$ cat src/rtl/write_ptr_full_ctrl_pkg.sv
// Shared defaults for the async FIFO write-side pointer logic.
// Holds the default address width, the depth helper and the almost-full level.
package write_ptr_full_ctrl_pkg;

  localparam int DEF_ADDR_SIZE = 4;

  function automatic int fifo_depth(input int addr_size);
    return 2 ** addr_size;
  endfunction

  localparam int DEF_AFULL_THRESH = fifo_depth(DEF_ADDR_SIZE) - 2;

endpackage

$ cat src/rtl/write_ptr_full_ctrl_gray2bin.sv
// Parametrised Gray-to-binary converter.
// Each binary bit is the XOR of all Gray bits at or above it.
module gray2bin #(
  parameter int WIDTH = 5
) (
  input  logic [WIDTH-1:0] gray,
  output logic [WIDTH-1:0] bin
);

  for (genvar i = 0; i < WIDTH; i++) begin : g_bit
    assign bin[i] = ^gray[WIDTH-1:i];
  end

endmodule

$ cat src/rtl/write_ptr_full_ctrl.sv
// Write-side pointer, full/almost-full and occupancy tracking for an async FIFO.
// Optional sticky overflow flag is built when WRITE_FULL_OVF_EN is defined.
module write_ptr_full_ctrl
  import write_ptr_full_ctrl_pkg::*;
#(
  parameter int ADDR_SIZE    = DEF_ADDR_SIZE,
  parameter int AFULL_THRESH = fifo_depth(ADDR_SIZE) - 2
) (
  input  logic                 write_clk,
  input  logic                 write_reset,
  input  logic                 write_inc,
  input  logic [ADDR_SIZE:0]   read_ptr_sync,
  input  logic                 ovf_clear,
  output logic [ADDR_SIZE-1:0] write_addr,
  output logic [ADDR_SIZE:0]   write_ptr,
  output logic                 write_en,
  output logic                 full,
  output logic                 almost_full,
  output logic [ADDR_SIZE:0]   write_level,
  output logic                 overflow
);

  localparam logic [ADDR_SIZE:0] THRESH = (ADDR_SIZE+1)'(AFULL_THRESH);

  logic [ADDR_SIZE:0] bin;
  logic [ADDR_SIZE:0] gray;
  logic [ADDR_SIZE:0] next_bin;
  logic [ADDR_SIZE:0] next_gray;
  logic [ADDR_SIZE:0] next_level;
  logic [ADDR_SIZE:0] rbin;
  logic [ADDR_SIZE:0] full_ptr;
  logic               next_full;
  logic               next_afull;

  gray2bin #(
    .WIDTH(ADDR_SIZE + 1)
  ) u_rd_g2b (
    .gray(read_ptr_sync),
    .bin (rbin)
  );

  assign write_en   = write_inc & ~full;
  assign write_addr = bin[ADDR_SIZE-1:0];
  assign write_ptr  = gray;

  // Full pattern: read pointer with its two MSBs flipped, one lap behind.
  assign full_ptr = {~read_ptr_sync[ADDR_SIZE:ADDR_SIZE-1],
                     read_ptr_sync[ADDR_SIZE-2:0]};

  // Look-ahead pointer, level and flags so full rises with the filling write.
  always_comb begin
    next_bin   = bin + {{ADDR_SIZE{1'b0}}, write_en};
    next_gray  = (next_bin >> 1) ^ next_bin;
    next_level = next_bin - rbin;
    next_full  = (next_gray == full_ptr);
    next_afull = (next_level >= THRESH);
  end

  // Pointer and status registers.
  always_ff @(posedge write_clk or negedge write_reset) begin
    if (!write_reset) begin
      bin         <= '0;
      gray        <= '0;
      full        <= 1'b0;
      almost_full <= 1'b0;
      write_level <= '0;
    end else begin
      bin         <= next_bin;
      gray        <= next_gray;
      full        <= next_full;
      almost_full <= next_afull;
      write_level <= next_level;
    end
  end

`ifdef WRITE_FULL_OVF_EN
  // Sticky overflow: a set in the same cycle wins over a clear.
  always_ff @(posedge write_clk or negedge write_reset) begin
    if (!write_reset) begin
      overflow <= 1'b0;
    end else if (write_inc && full) begin
      overflow <= 1'b1;
    end else if (ovf_clear) begin
      overflow <= 1'b0;
    end
  end
`else
  logic unused_ovf_clear;
  assign unused_ovf_clear = ovf_clear;
  assign overflow         = 1'b0;
`endif

endmodule

$ cat config.mk
export PLATFORM = sky130hd
export DESIGN_NAME = write_ptr_full_ctrl
export DESIGN_NICKNAME = d
export VERILOG_FILES = /design/src/rtl/write_ptr_full_ctrl_pkg.sv /design/src/rtl/write_ptr_full_ctrl_gray2bin.sv /design/src/rtl/write_ptr_full_ctrl.sv
export SDC_FILE = /design/constraint.sdc
export NUM_CORES = 1
export LEC_CHECK = 0
export ABC_CLOCK_PERIOD_IN_PS = 3100
export BUFFER_PORTS_ARGS = -buffer_cell sky130_fd_sc_hd__buf_4
export CAP_MARGIN = 10
export CORE_AREA = 2 2 46 48
export CTS_BUF_LIST = sky130_fd_sc_hd__clkbuf_8
export DETAILED_ROUTE_END_ITERATION = 16
export DIE_AREA = 0 0 48 50
export PLACE_DENSITY = 0.82
export REMOVE_ABC_BUFFERS = 1
export SLEW_MARGIN = 10
export SYNTH_ARGS = -nofsm -noshare
export SYNTH_HDL_FRONTEND = slang
export SYNTH_HIERARCHICAL = 1
export SYNTH_SLANG_ARGS = --single-unit
export TNS_END_PERCENT = 30
$ cat constraint.sdc
create_clock -name write_clk -period 3.1 [get_ports write_clk]
set_input_delay 0.155 -clock write_clk [delete_from_list [all_inputs] [get_ports write_clk]]
set_output_delay 0.155 -clock write_clk [all_outputs]
set_load 0.005 [all_outputs]
==> metrics.txt <==
crit start category=flip-flop; largest net degree at the start of global routing=17; cell count after synthesis=77; Slew Limit Fails=0; XOR/XNOR share of the synthesized area=0.268; final setup TNS=0 ns; fill count=143; sequential-to-total area share from yosys stat=0.432; fin util=0.626; Routed WL=1620 microns; Synth Cell Area=926 sq um; Iter 0 DRT Violations=0; via count=600; Multi-input gate area=473 sq um; fin nets=121; clock tree buffer depth=2; Initial Util=0.487; Seq cells post-synth=16; GR peak layer=met2; crit path kind=reg2reg; register area=400 sq um; met3 Resource Use GR=0; unrepaired setup endpoints after global routing=false; Finished Cell Area=1190 sq um; status=finished, final reports clean; Switching Fraction=0.373; simple-gate area share of the yosys netlist=0.0905; Final HPWL DP=1280 microns; Final period util=0.849; Antenna diodes=0; Worst Hold End=full$_DFF_PN0_; clock share of power=0.128; Distinct cells, synth=25; H-tree depth=1; initial antenna violation count=0; R2R cell count=9; share of cells above drive strength 1=0.327; Pleak=0.000599 uW; I/O pin total=27; met1 GRT Util=0.218; Worst R2R End=almost_full$_DFF_PN0_; Avg Cell Area, Syn=12.0 sq um; WP data arrival=2.76 ns; hold wc startpoint=read_ptr_sync[0]; vias in the first global route=646; VDD IR-drop max=0.550 mV; Critical Path Fanout Max=6; Tmin final=2.63 ns; yosys warns=6; r2r startpoint=full$_DFF_PN0_; sequential share of power=0.274; worst endpoint required time=3.23 ns; final setup fails=0; Power Dens Cells=1190 nW/um^2; die area=2400 sq um; Residual DRC=0; Die Ht=50 microns; Post-Synth Adder-Cell Area=0.103; # resized after CTS=0; Buffers on Ports=24; gr ovfl total=0; CTS Sinks=16; hold path depth=4; largest family of logic cells by synthesized area=XOR/XNOR gates; worst-case clock skew=0.00162 ns; antenna viol nets, final=0; crit end category=flip-flop; GRT met2 Usage=0.269; CTS tree=yes; hold crit path type=in2reg; drt wl/cell=12.4 microns; commonest non-fill, non-tap cell in the layout=buf_4; Final Power=1420 uW; Pre-antenna DRT Iters=1; Psw=528 uW; Vias/cell=4.58; cts bufs inserted=3; fmax=380 MHz; commonest non-fill, non-tap cells in the layout=24 x buf_4, 16 x dfrtp_1, 9 x inv_1, 9 x xnor2_1; post-synthesis mux area share=0; combinational share of power=0.598; first-pass GRT wire length=2750 microns; clock slew at reported path FFs=0.06 ns; Die Width=48 microns; Final Hold Viols=0; max_cap viols=0; Area Overhead vs Synth=28.5%; Root Driver=clkbuf_8; core area=1900 sq um; r2r setup slk=0.47 ns; Rows=16; Clock Latency Late Sink=0.24 ns; GRT Total Usage=0.165; P_int=890 uW; Synth Area in Compound Gates=0.0459; Post-DP Area=1120 sq um; Routability Congestion=0.753
## power groups by stage
stage / Clock [uW] / Sequential [uW] / Combinational, uW
global placement: 0 / 389 / 820
detailed placement: 0 / 393 / 850
global route: 197 / 403 / 949
floorplan: 0 / 402 / 550
CTS: 187 / 390 / 858
finish: 181 / 389 / 848
## critical path, cell delays in order, from the launching register on
cell	delay [ns]
dfrtp_1	0.34
nor2b_1	0.06
ha_1	0.21
ha_1	0.42
inv_1	0.13
fa_1	0.43
nand2b_1	0.17
a21oi_1	0.17
xnor3_1	0.36
a41o_1	0.22
## what timing repair did
item	in CTS	in global routing
setup buffers	0	0
hold buffers	1	0
hold endpoints to repair	16	0
## per-stage QoR
stage               std cells  setup slack (ns)  hold slack [ns]
detailed placement        126             0.465           0.0258
global placement          126             0.513           0.0172
global route              131             0.254            0.265
floorplan                  75             0.677           -0.141
CTS                       131             0.462            0.246
finish                    131             0.469            0.256
## worst max-delay path by stage
stage	startpoint	endpoint	slack (ns)	cells past startpoint
after floorplan	full$_DFF_PN0_	almost_full$_DFF_PN0_	0.68	9
after global placement	write_inc	almost_full$_DFF_PN0_	0.51	10
after detailed placement	write_inc	almost_full$_DFF_PN0_	0.47	10
after CTS	full$_DFF_PN0_	almost_full$_DFF_PN0_	0.46	9
after global routing	full$_DFF_PN0_	almost_full$_DFF_PN0_	0.25	9
final	full$_DFF_PN0_	almost_full$_DFF_PN0_	0.47	9
## layer usage
metal  routed length, microns  vias to the layer above
met5                        0                        -
met4                       23                        0
met3                       41                        2
met2                      865                       15
met1                      691                      284
li1                         -                      299
## final cells by class
type	count	share of cell area
Clock buffer	4	0.0463
Inverter	10	0.0315
Multi-Input combinational cell	49	0.397
Sequential cell	16	0.336
Tap cell	27	0.0284
Timing Repair Buffer	25	0.160
## cell usage after synthesis (all sizes together)
cell	count	area (sq um)
a21oi	1	5.00
a221oi	1	15.0
a41o	1	10.0
and2	1	6.26
buf	2	15.0
conb	1	3.75
dfrtp	16	400
fa	1	20.0
ha	6	75.1
inv	10	37.5
nand2	2	7.51
nand2b	1	6.26
nand3	4	25.0
nor2	2	7.51
nor2b	2	12.5
o21a	1	7.51
o21ai	1	5.00
or3	3	18.8
xnor2	10	95.1
xnor3	3	67.6
xor2	8	85.1
## flip-flops by register name, summed over array words and instances (netlist names)
signal       count
full             1
write_level      5
bin              5
write_ptr        4
almost_full      1
## cell families (layout without fill, tap and decap cells)
logic type                 Yosys count  count (layout)
xor gates and xnor gates            21              21
and+or+nand+nor                     15              15
adders and majority gates            7               7
other                                1               1
DFF                                 16              16
buffers and inverters               12              39
AOI/OAI and AO/OA                    5               5
(Power assumes the default switching activity.)
